[src/rtl/alu_seq.sv]
// Execute-stage ALU: one op at a time over valid/ready, registered result + NZCV.
// Latency: single-cycle ops registered on the accept edge; MUL adds WIDTH iterations.
// Backpressure: result holds in DONE until out_ready; no new op accepted meanwhile.
module alu_seq #(
  parameter int WIDTH  = 32,
  parameter bit MUL_EN = 1'b1
) (
  input  logic             clk,
  input  logic             reset,
  input  logic             in_valid,
  output logic             in_ready,
  input  logic [WIDTH-1:0] SrcA,
  input  logic [WIDTH-1:0] SrcB,
  input  logic [3:0]       ALUControl,
  output logic             out_valid,
  input  logic             out_ready,
  output logic [WIDTH-1:0] ALUResult,
  output logic             Zero,
  output logic             Negative,
  output logic             Carry,
  output logic             Overflow
);

  localparam int SHW = $clog2(WIDTH);
  localparam int CW  = $clog2(WIDTH);

  localparam logic [3:0] OP_ADD  = 4'b0000;
  localparam logic [3:0] OP_SUB  = 4'b0001;
  localparam logic [3:0] OP_AND  = 4'b0010;
  localparam logic [3:0] OP_OR   = 4'b0011;
  localparam logic [3:0] OP_XOR  = 4'b0100;
  localparam logic [3:0] OP_SLT  = 4'b0101;
  localparam logic [3:0] OP_SLTU = 4'b0110;
  localparam logic [3:0] OP_SLL  = 4'b0111;
  localparam logic [3:0] OP_SRL  = 4'b1000;
  localparam logic [3:0] OP_SRA  = 4'b1001;
  localparam logic [3:0] OP_MUL  = 4'b1010;

  typedef enum logic [1:0] {S_IDLE, S_MUL, S_DONE} state_t;

  state_t           state_q, state_d;
  logic [WIDTH-1:0] res_q, res_d;
  logic             z_q, z_d, n_q, n_d, c_q, c_d, v_q, v_d;
  logic [WIDTH-1:0] mcand_q, mcand_d;
  logic [WIDTH-1:0] mplier_q, mplier_d;
  logic [WIDTH-1:0] acc_q, acc_d;
  logic [CW-1:0]    cnt_q, cnt_d;

  logic [WIDTH:0]   add_full, sub_full;
  logic [SHW-1:0]   shamt;
  logic [WIDTH-1:0] sc_res;
  logic             sc_c, sc_v;
  logic             is_mul;
  logic [WIDTH-1:0] acc_step;
  logic             last_iter;

  // Carry-out comes from the extra top bit; SUB is A + ~B + 1 so carry means no borrow.
  assign add_full  = {1'b0, SrcA} + {1'b0, SrcB};
  assign sub_full  = {1'b0, SrcA} + {1'b0, ~SrcB} + {{WIDTH{1'b0}}, 1'b1};
  assign shamt     = SrcB[SHW-1:0];
  assign is_mul    = (ALUControl == OP_MUL) && MUL_EN;
  assign acc_step  = mplier_q[0] ? (acc_q + mcand_q) : acc_q;
  assign last_iter = (cnt_q == CW'(WIDTH - 1));

  // Single-cycle result and arithmetic flags computed straight from the live inputs.
  always_comb begin
    sc_res = '0;
    sc_c   = 1'b0;
    sc_v   = 1'b0;
    unique case (ALUControl)
      OP_ADD: begin
        sc_res = add_full[WIDTH-1:0];
        sc_c   = add_full[WIDTH];
        sc_v   = (SrcA[WIDTH-1] == SrcB[WIDTH-1]) && (add_full[WIDTH-1] != SrcA[WIDTH-1]);
      end
      OP_SUB: begin
        sc_res = sub_full[WIDTH-1:0];
        sc_c   = sub_full[WIDTH];
        sc_v   = (SrcA[WIDTH-1] != SrcB[WIDTH-1]) && (sub_full[WIDTH-1] != SrcA[WIDTH-1]);
      end
      OP_AND:  sc_res = SrcA & SrcB;
      OP_OR:   sc_res = SrcA | SrcB;
      OP_XOR:  sc_res = SrcA ^ SrcB;
      OP_SLT:  sc_res = {{(WIDTH-1){1'b0}}, ($signed(SrcA) < $signed(SrcB))};
      OP_SLTU: sc_res = {{(WIDTH-1){1'b0}}, (SrcA < SrcB)};
      OP_SLL:  sc_res = SrcA << shamt;
      OP_SRL:  sc_res = SrcA >> shamt;
      OP_SRA:  sc_res = $signed(SrcA) >>> shamt;
      default: sc_res = '0;
    endcase
  end

  // FSM state register.
  always_ff @(posedge clk or posedge reset) begin
    if (reset) state_q <= S_IDLE;
    else       state_q <= state_d;
  end

  // FSM next-state: MUL iterates WIDTH times, DONE waits for the consumer.
  always_comb begin
    state_d = state_q;
    unique case (state_q)
      S_IDLE: if (in_valid) state_d = is_mul ? S_MUL : S_DONE;
      S_MUL:  if (last_iter) state_d = S_DONE;
      S_DONE: if (out_ready) state_d = S_IDLE;
      default: state_d = S_IDLE;
    endcase
  end

  // FSM outputs: handshake signals are pure functions of the state.
  always_comb begin
    in_ready  = (state_q == S_IDLE);
    out_valid = (state_q == S_DONE);
  end

  // Datapath next-state: capture on accept, shift-add per MUL cycle, hold in DONE.
  always_comb begin
    res_d    = res_q;
    z_d      = z_q;
    n_d      = n_q;
    c_d      = c_q;
    v_d      = v_q;
    mcand_d  = mcand_q;
    mplier_d = mplier_q;
    acc_d    = acc_q;
    cnt_d    = cnt_q;
    unique case (state_q)
      S_IDLE: begin
        if (in_valid) begin
          if (is_mul) begin
            mcand_d  = SrcA;
            mplier_d = SrcB;
            acc_d    = '0;
            cnt_d    = '0;
          end else begin
            res_d = sc_res;
            z_d   = (sc_res == '0);
            n_d   = sc_res[WIDTH-1];
            c_d   = sc_c;
            v_d   = sc_v;
          end
        end
      end
      S_MUL: begin
        acc_d    = acc_step;
        mcand_d  = {mcand_q[WIDTH-2:0], 1'b0};
        mplier_d = {1'b0, mplier_q[WIDTH-1:1]};
        cnt_d    = cnt_q + CW'(1);
        // The final iteration's sum is the product; register it directly.
        if (last_iter) begin
          res_d = acc_step;
          z_d   = (acc_step == '0);
          n_d   = acc_step[WIDTH-1];
          c_d   = 1'b0;
          v_d   = 1'b0;
        end
      end
      default: ;
    endcase
  end

  // Datapath registers, all cleared by reset so an aborted op leaves no trace.
  always_ff @(posedge clk or posedge reset) begin
    if (reset) begin
      res_q    <= '0;
      z_q      <= 1'b0;
      n_q      <= 1'b0;
      c_q      <= 1'b0;
      v_q      <= 1'b0;
      mcand_q  <= '0;
      mplier_q <= '0;
      acc_q    <= '0;
      cnt_q    <= '0;
    end else begin
      res_q    <= res_d;
      z_q      <= z_d;
      n_q      <= n_d;
      c_q      <= c_d;
      v_q      <= v_d;
      mcand_q  <= mcand_d;
      mplier_q <= mplier_d;
      acc_q    <= acc_d;
      cnt_q    <= cnt_d;
    end
  end

  assign ALUResult = res_q;
  assign Zero      = z_q;
  assign Negative  = n_q;
  assign Carry     = c_q;
  assign Overflow  = v_q;

endmodule

[config.mk]
export PLATFORM = sky130hd
export DESIGN_NAME = alu_seq
export DESIGN_NICKNAME = d
export VERILOG_FILES = /design/src/rtl/alu_seq.sv
export SDC_FILE = /design/constraint.sdc
export NUM_CORES = 1
export LEC_CHECK = 0
export CORE_MARGIN = 1.5
export CORE_UTILIZATION = 31
export DETAILED_ROUTE_END_ITERATION = 16
export MAX_ROUTING_LAYER = met4
export PLACE_DENSITY = 0.49
export SLEW_MARGIN = 20
export SYNTH_ARGS = -nofsm -noshare
export SYNTH_HDL_FRONTEND = slang
export SYNTH_SLANG_ARGS = --single-unit
[constraint.sdc]
create_clock -name clk -period 4.4 [get_ports clk]
set_input_delay 0.44 -clock clk [delete_from_list [all_inputs] [get_ports clk]]
set_output_delay 0.44 -clock clk [all_outputs]
set_load 0.01 [all_outputs]
### Yosys cells after proc, flatten, opt, wreduce, memory -nomap -nowiden

Cells that the tools add are included.

* register bits after elaboration: 139
* memories: 0
* latch bits: 0
* output and inout port bits: 38
* word-level logic and storage cells: 96
* memory bits (read-only): 0
* input bits: 72
* RAM bits: 0

* multiplexer cells: 40
* magnitude comparators: 2
* shift-type cells: 3
* div/mod/pow operators: 0
* $add $sub $neg: 5
* reductions and logical operators: 10
* bitwise gates (word level): 4
* eq/ne operators: 22
* multiply operators: 0

Operators by type and width (number)
* $mux 32: 10
* $pmux 32 s10: 1
* $pmux 32 s2: 4
* $add 32x32->33: 2
* $logic_not 32->1: 2
* $lt 32x32->1: 2
* $add 33x1->33 const B: 1
* $add 32x32->32: 1
* $and 32x32->32: 1
* $not 32->32: 1
* $or 32x32->32: 1
* $shl 32x5->32: 1
* $shr 32x5->32: 1
* $sshr 32x5->32: 1
* $xor 32x32->32: 1
* $eq 4x3->1 const B: 4
* $eq 4x4->1 const B: 3
* $pmux 1 s2: 6
* $mux 1: 11
* $mux 5: 2
* $pmux 5 s2: 1
* $eq 4x2->1 const B: 2
* $mux 2: 4
* $ne 2x2->1 const B: 3
* other kinds (15): 20

### Depth between registers and ports, before layout

Gate-level depths: netlist of run 1.

* word-level depth: 9
* mapped depth: 18

### Worst setup path before layout of run 1

OpenSTA, ideal clock, no wires.

* kind: input port to flip-flop
* start point: input port SrcB[1]
* end point: register z_q (netlist: Zero)
* required time: 4.323 ns
* path slack: 0.203 ns
* data arrival time: 4.120 ns
* cell stages on the path: 17
* cell sequence: buf_2 -> clkinv_1 -> buf_2 -> buf_1 -> fa_1 -> nor2b_1 -> o221ai_1 -> a21oi_1 -> nor4_1 -> or4b_1 -> a21oi_1 -> a2111o_1 -> a211oi_1 -> nand4_1 -> and4bb_1 -> a41oi_1 -> a21oi_1

* word-level cells in the longest chain between the ends: 8
* elaborated cells on any way between the ends: 17
* classes of those cells: add/sub (3); order compare (2); shift (3); mux (4); bitwise (4); reduce/logical (1)

Ends and longest elaborated chain
* from (decl): RTL line 13 `input logic [WIDTH-1:0] SrcB,`
* $not 32->32: RTL line 59 `assign sub_full = {1'b0, SrcA} + {1'b0, ~SrcB} + {{WIDTH{1'b0}}, 1'b1};`
* $add 32x32->33: RTL line 59
* $add 33x1->33: RTL line 59
* $pmux 32 s10 *: RTL line 70 `unique case (ALUControl)`
* $logic_not 32->1 *: RTL line 137 `z_d = (sc_res == '0);`
* $mux 1 *: RTL line 130 `if (is_mul) begin`
* $mux 1 *: RTL line 129 `if (in_valid) begin`
* $pmux 1 s2 *: RTL line 127 `unique case (state_q)`
* to (signal assigned): RTL line 176 `z_q <= z_d;`
* to (decl): RTL line 43 `logic z_q, z_d, n_q, n_d, c_q, c_d, v_q, v_d;`

Every way passes the cells marked *; elsewhere a longest branch is shown, timed or not. The select of a mux whose other input is x is not followed.
A chain may end at the register's enable or synchronous reset.

### Final worst setup path of run 1

* start point: input port SrcA[2]
* end point: register z_q (netlist: Zero)

* word-level cells in the longest chain between the ends: 7
* elaborated cells on any way between the ends: 16
* classes of those cells: add/sub (3); order compare (2); shift (3); mux (4); bitwise (3); reduce/logical (1)

Ends and longest elaborated chain
* from (decl): RTL line 12 `input logic [WIDTH-1:0] SrcA,`
* $add 32x32->33: RTL line 59
* $add 33x1->33: RTL line 59
* $pmux 32 s10 *: RTL line 70
* $logic_not 32->1 *: RTL line 137
* $mux 1 *: RTL line 130
* $mux 1 *: RTL line 129
* $pmux 1 s2 *: RTL line 127

Marked as above.

==> reports/metrics.csv, run 1 <==
metric,value,unit
hold buffers post-CTS,0,
H-tree depth,4,
CP arrival,4.69,ns
post-route ant nets,0,
GRT Util Overall,0.3249,
"commonest non-fill, non-tap cell in the layout",buf_4,
sequential share of the synthesized area,0.1933,
Post-synth EDFFs,0,
Num CTS Buffers,17,
P&R area growth vs syn,32.53,%
R2R Path End,Zero,
PD cells,410.5,mW/mm²
Critical Path Fanout Max,4,
die area,0.05907,mm²
max-slew violation count,0,
outcome,"complete, no violations",
Root Buffer,clkbuf_16,
initial core utilization,0.3150,
Leak,10.60,nW
Mapped Cells,2303,
syn nets,2511,
"FF+latch count, synth",138,
min Tclk post-route,4.286,ns
peak supply drop,0.0003170,V
Fin. Hold Viols,0,
setup violators final,0,
starting DRC count in detailed routing,2348,
Post-synth ARST share,1.000,
"Reg clk slew, reported paths",0.06,ns
Rel. slew slack,0.3412,
Tightest Pin Transition,0.9881,ns
DRT Pass-1 Iters,6,
first-pass GRT wire length,138000,µm
Skew-Pair Late Insertion Delay,0.51,ns
Rows,87,
Critical Path Start Type,input port,
mux cell area share after synthesis,0.1285,
Final Cycle Share,0.9741,
Die Span X,243.1,µm
R2R setup slack,0.44,ns
fillers,5803,
Max Cap Viol,0,
per-cell routed wire length,27.23,µm
worst hold path depth,3,
worst r2r src,mcand_q[0],
initial antenna violation count,1,
total number of vias,20990,
Detailed Place HPWL,75270,µm
reg2reg path depth,13,
final total power,0.009718,W
RePlAce Congestion,1.030,
achievable frequency,233.3,MHz
fin nets,2924,
Syn Area/Cell,7.757,µm²
design area,0.02368,mm²
die height,243.1,µm
pin count of the biggest net entering global routing,95,
"commonest non-fill, non-tap cells in the layout","442 x buf_4, 319 x nand2_1, 231 x nor2_1",
synth warn,0,
core area,0.05671,mm²
DRC violation count after routing,0,
ys flop type,dfrtp_1,
number of global-route vias before repair,20290,
total gr overflow,0,
Unique masters post-synth,100,
"Data required, critical path",4.81,ns
Synth Area in Simple Gates,0.2121,
Hold Path Sink,mcand_q[0],
Worst Hold Launch,SrcA[0],
post-synthesis cell area,0.01786,mm²
XOR/XNOR share of the synthesized area,0.01961,
layout cells sized above 1,0.2379,
Max Root-Sink Buffers,2,
vias per cell,6.023,
Post-Route WL,94910,µm
WS Path Type,in -> reg,
largest family of logic cells by synthesized area,compound AO/OA/AOI/OAI gates,
Synth Area in Compound Gates,0.2806,
setup_tns,0,ns
post-synthesis adder-cell area fraction,0.09652,
hold crit path type,in -> reg,
I/O Pins,110,
clock sinks,138,
Port Buffers,109,
RSZ-0062 raised after global routing,no,
placed instance area,0.02291,mm²
clock skew,0.03328,ns
CTS tree,done,
Setup crit end kind,flop,
worst max-delay path, cell delays in order:
cell and delay, ns:
clkdlybuf4s50_1 0.48, inv_1 0.05, ha_1 0.40, buf_4 0.18
a21oi_1 0.15, nor2_1 0.09, or3_1 0.38, a221o_1 0.33
a211o_1 0.32, nor4bb_4 0.34, nand4_1 0.23, nor4_2 0.39
nand4_1 0.25, and4bb_1 0.32, a41oi_1 0.15, a21oi_1 0.18
stage by stage:
stage	instances	hold slack [ns]	worst slack, ns	utilization
3_3_place_gp	3452	0.4548	-0.4682	0.4040
4_1_cts	3483	0.4170	0.08546	0.4151
5_1_grt	3484	0.4559	0.002207	0.4174
6_report	3485	0.4147	0.1140	0.4175
2_1_floorplan	2303	0.4669	0.2028	-
3_5_place_dp	3452	0.4601	-0.6582	0.4040
layout make-up:
| cell class | count | area, µm² | area share |
|---|---|---|---|
| Sequential cell | 138 | 3453 | 0.1459 |
| Timing Repair Buffer | 574 | 4885 | 0.2063 |
| Tap cell | 756 | 945.9 | 0.03995 |
| Multi-Input combinational cell | 1876 | 13360 | 0.5645 |
| Antenna cell | 1 | 2.502 | 0.0001057 |
| Clock inverter | 10 | 140.1 | 0.005919 |
| Inverter | 109 | 414.1 | 0.01749 |
| Clock buffer | 21 | 470.5 | 0.01987 |
routing by layer:
layer  part of all wire  GRT usage  vias up
met3              0.077    0.04976      171
li1                   -          -     9433
met1               0.44     0.4290    10330
met4              0.038     0.1138        0
met5                  0          -        -
met2               0.45     0.5033     1053
cells in the mapped netlist, types with 21 or more instances:
| library cell | count | area (µm²) |
|---|---|---|
| dfrtp_1 | 138 | 3453 |
| nand2b_1 | 21 | 131.4 |
| o211ai_1 | 36 | 270.3 |
| buf_2 | 31 | 155.2 |
| mux2i_1 | 61 | 610.6 |
| nand2_1 | 319 | 1197 |
| a21oi_1 | 134 | 670.6 |
| o31ai_1 | 23 | 172.7 |
| nor2b_1 | 23 | 143.9 |
| nand3_1 | 43 | 215.2 |
| a21o_1 | 42 | 315.3 |
| inv_1 | 104 | 390.4 |
| clkbuf_1 | 120 | 450.4 |
| o22ai_1 | 37 | 231.5 |
| nor3_1 | 56 | 280.3 |
| a211oi_1 | 40 | 300.3 |
| ha_1 | 133 | 1664 |
| and2_1 | 21 | 131.4 |
| nor4_1 | 25 | 156.4 |
| nor2_1 | 232 | 870.8 |
| a31oi_1 | 84 | 525.5 |
| xnor2_1 | 25 | 219.0 |
| a22oi_1 | 28 | 210.2 |
| o21ai_0 | 80 | 400.4 |
| mux4_2 | 45 | 1013 |
| mux2_2 | 43 | 484.2 |
how the worst max path moves through the flow:
stage               startpoint   end  slack [ns]  cells after the start
floorplan              SrcB[1]  Zero        0.20                     17
global placement       SrcA[0]  Zero       -0.47                     18
detailed placement     SrcA[0]  Zero       -0.66                     18
CTS                    SrcA[0]  Zero        0.09                     18
global route           SrcA[2]  Zero       0.002                     16
finish                 SrcA[2]  Zero        0.11                     16
cells by family after synthesis:
group                      count (synthesis)
DFF                                      138
buffers and inverters                    289
and+or+nand+nor                          829
AOI/OAI and AO/OA                        714
adders and majority gates                136
muxes                                    157
xor gates and xnor gates                  40
report_power, final:
group          internal (W)  switching [W]  leakage, nW
logic               0.00258        0.00323         8.64
registers           0.00180       0.000482         1.67
clock network      0.000934       0.000690        0.292
timing repair:
item	4_1_cts	5_1_grt
pin swaps	0	7
resized for setup	3	29
setup buffers	0	1
setup endpoints to repair	1	3
sequential cells by signal, summed over array words and instances, names as in the netlist:
| signal | flops |
|---|---|
| acc_q | 32 |
| mcand_q | 32 |
| Zero | 1 |
| mplier_q | 32 |
| Carry | 1 |
| state_q | 2 |
| cnt_q | 5 |
| ALUResult | 32 |
| Overflow | 1 |
Note: power is estimated with default switching activity, not from simulation.
==> inputs of run 2 (changes only) <==
RECOVER_POWER = 50   (was default)
==> reports/metrics.csv, run 2 (same netlist as run 1, synthesis figures left out) <==
metric,value,unit,change
fin nets,2924,,unchanged
Fin Hold WS,0.4139,ns,was 0.4147 ns
"Data required, critical path",4.81,ns,about the same
switching pwr,0.004404,W,was 0.004402 W
Port Buffers,109,,unchanged
die height,243.1,µm,unchanged
die area,0.05907,mm²,unchanged
Root Buffer,clkbuf_16,,unchanged
Setup crit end kind,flop,,unchanged
Rel. slew slack,-0.3878,,was 0.3412
final total power,0.009696,W,was 0.009718 W
per-cell routed wire length,27.24,µm,was 27.23 µm
Int Pwr,0.005292,W,was 0.005315 W
min Tclk post-route,4.294,ns,was 4.286 ns
reg2reg path depth,13,,unchanged
Critical Path Start Type,input port,,unchanged
Detailed Place HPWL,75270,µm,unchanged
clock network fraction of design power,0.168,,was 0.167
"Buf+Inv Stages, Crit Path",3,,unchanged
achievable frequency,232.9,MHz,was 233.3 MHz
max-slew violation count,121,,was 0
total gr overflow,0,,unchanged
hold buffers post-CTS,0,,unchanged
Max Cap Viol,2,,was 0
outcome,finished with violations,,"was complete, no violations"
Sequential Power Share,0.236,,was 0.235
core area,0.05671,mm²,unchanged
peak supply drop,0.0003169,V,was 0.0003170 V
clock sinks,138,,unchanged
total number of vias,20990,,about the same
Hold Path Sink,mcand_q[0],,unchanged
Num CTS Buffers,17,,unchanged
starting DRC count in detailed routing,2355,,was 2348
Critical Path Fanout Max,4,,unchanged
DRC violation count after routing,0,,unchanged
Leak,10.61,nW,was 10.60 nW
routing usage on met2,0.5033,,unchanged
"commonest non-fill, non-tap cell in the layout",buf_4,,unchanged
Skew-Pair Late Insertion Delay,0.51,ns,about the same
first-pass GRT wire length,138000,µm,unchanged
met3 Use GR,0.04976,,unchanged
vias per cell,6.023,,about the same
Max Root-Sink Buffers,2,,unchanged
number of global-route vias before repair,20290,,unchanged
"commonest non-fill, non-tap cells in the layout","440 x buf_4, 319 x nand2_1, 231 x nor2_1",,"was 442 x buf_4, 319 x nand2_1, 231 x nor2_1"
Rows,87,,unchanged
I/O Pins,110,,unchanged
pin count of the biggest net entering global routing,95,,unchanged
DP Cell Count,3452,,unchanged
met1 GRT Util,0.4290,,unchanged
hold crit path type,in -> reg,,unchanged
CP max-delay cell,clkdlybuf4s50_1,,unchanged
initial antenna violation count,1,,unchanged
Tightest Pin Transition,2.082,ns,was 0.9881 ns
setup violators final,0,,unchanged
Die Span X,243.1,µm,unchanged
Comb power frac,0.597,,was 0.598
R2R setup slack,0.44,ns,about the same
Post-Route WL,94950,µm,was 94910 µm
crit path cell chain,clkdlybuf4s50_1 > inv_1 > ha_1 > buf_4 > a21oi_1 > nor2_1 > or3_1 > a221o_1 > a211o_1 > nor4bb_4 > nand4_1 > nor4_2 > nand4_1 > and4bb_1 > a41oi_1 > a21oi_1,,unchanged
Final Cycle Share,0.9759,,was 0.9741
P&R area growth vs syn,32.49,%,was 32.53%
RSZ-0062 raised after global routing,no,,unchanged
CP arrival,4.70,ns,was 4.69 ns
WS Path Type,in -> reg,,unchanged
Top delay family on crit path,simple AND/OR/NAND/NOR gates,,unchanged
H-tree depth,4,,unchanged
Slowest Stage Delay on Critical Path,0.48,ns,about the same
RePlAce Congestion,1.030,,unchanged
worst hold path depth,3,,unchanged
Most Crowded Layer GR,met2,,unchanged
Fin. Hold Viols,0,,unchanged
clock skew,0.03364,ns,was 0.03328 ns
initial core utilization,0.3150,,unchanged
final std cells w/o fill,3485,,unchanged
layout cells sized above 1,0.2372,,was 0.2379
GRT Util Overall,0.3249,,unchanged
violated checks,"capacitance limit, slew limit",,
R2R Path End,Zero,,unchanged
Worst Hold Launch,SrcA[0],,unchanged
post-route ant nets,0,,unchanged
Net Sw Frac,0.4542,,was 0.4530
worst r2r src,mcand_q[0],,unchanged
CTS tree,done,,unchanged
PD cells,409.7,mW/mm²,was 410.5 mW/mm²
DRT Pass-1 Iters,5,,was 6
fin util,0.4173,,was 0.4175
"Reg clk slew, reported paths",0.06,ns,about the same
## run 2: changes by cell type in the layout (fill, tap and decap cells not counted)
cell and delta:
clkinvlp_4 +1, clkdlybuf4s50_1 -20, clkbuf_1 +2, dlygate4sd3_1 +20, inv_6 -1, buf_4 -2
## run 2: per-stage QoR
step	cell area [µm²]	worst slack, ns	TNS (ns)
2_1_floorplan	17860	0.2028	0
3_3_place_gp	22910	-0.4682	-0.9462
4_1_cts	23540	0.08546	0
5_1_grt	23660	0.002207	0
3_5_place_dp	22910	-0.6582	-1.557
6_report	23670	0.1062	0
## run 2: cell type report
type                    instances  area, µm²
well taps                     756      945.9
diodes                          1      2.502
multi-input cells            1876      13360
flip-flops and latches        138       3453
repair buffers                574       4877
fillers                      5806      33050
inverters                     109      412.9
clock inverters                10      140.1
clock buffers                  21      470.5
## run 2: metal layers
metal | share of wire | up-vias | wire, µm
li1 | - | 9433 | -
met1 | 0.44 | 10350 | 41420
met2 | 0.45 | 1038 | 42890
met3 | 0.075 | 168 | 7141
met4 | 0.037 | 0 | 3493
met5 | 0 | - | 0
## run 2: worst max-delay path by stage
stage,from,end,slack [ns],cells past startpoint
3_3_place_gp,SrcA[0],Zero,-0.47,18
2_1_floorplan,SrcB[1],Zero,0.20,17
4_1_cts,SrcA[0],Zero,0.09,18
6_report,SrcA[2],Zero,0.11,16
3_5_place_dp,SrcA[0],Zero,-0.66,18
5_1_grt,SrcA[2],Zero,0.002,16
## run 2: worst min-delay path: cells and delay by family
family / cells / cell delay [ns]
AOI/OAI and AO/OA: 1 / 0.12
buffers and inverters: 2 / 0.30
## run 2: repair_timing
item	CTS	global route
gates resized for setup	3	29
pin swaps	0	7
setup endpoints to repair	1	3
buffers inserted	0	1
## run 2: power by group through the flow
stage               Combinational, W  Clock, W  Sequential, W
floorplan                    0.00360         0        0.00217
global placement             0.00563         0        0.00229
detailed placement           0.00566         0        0.00230
CTS                          0.00570   0.00166        0.00228
global route                 0.00629   0.00169        0.00235
finish                       0.00578   0.00163        0.00229
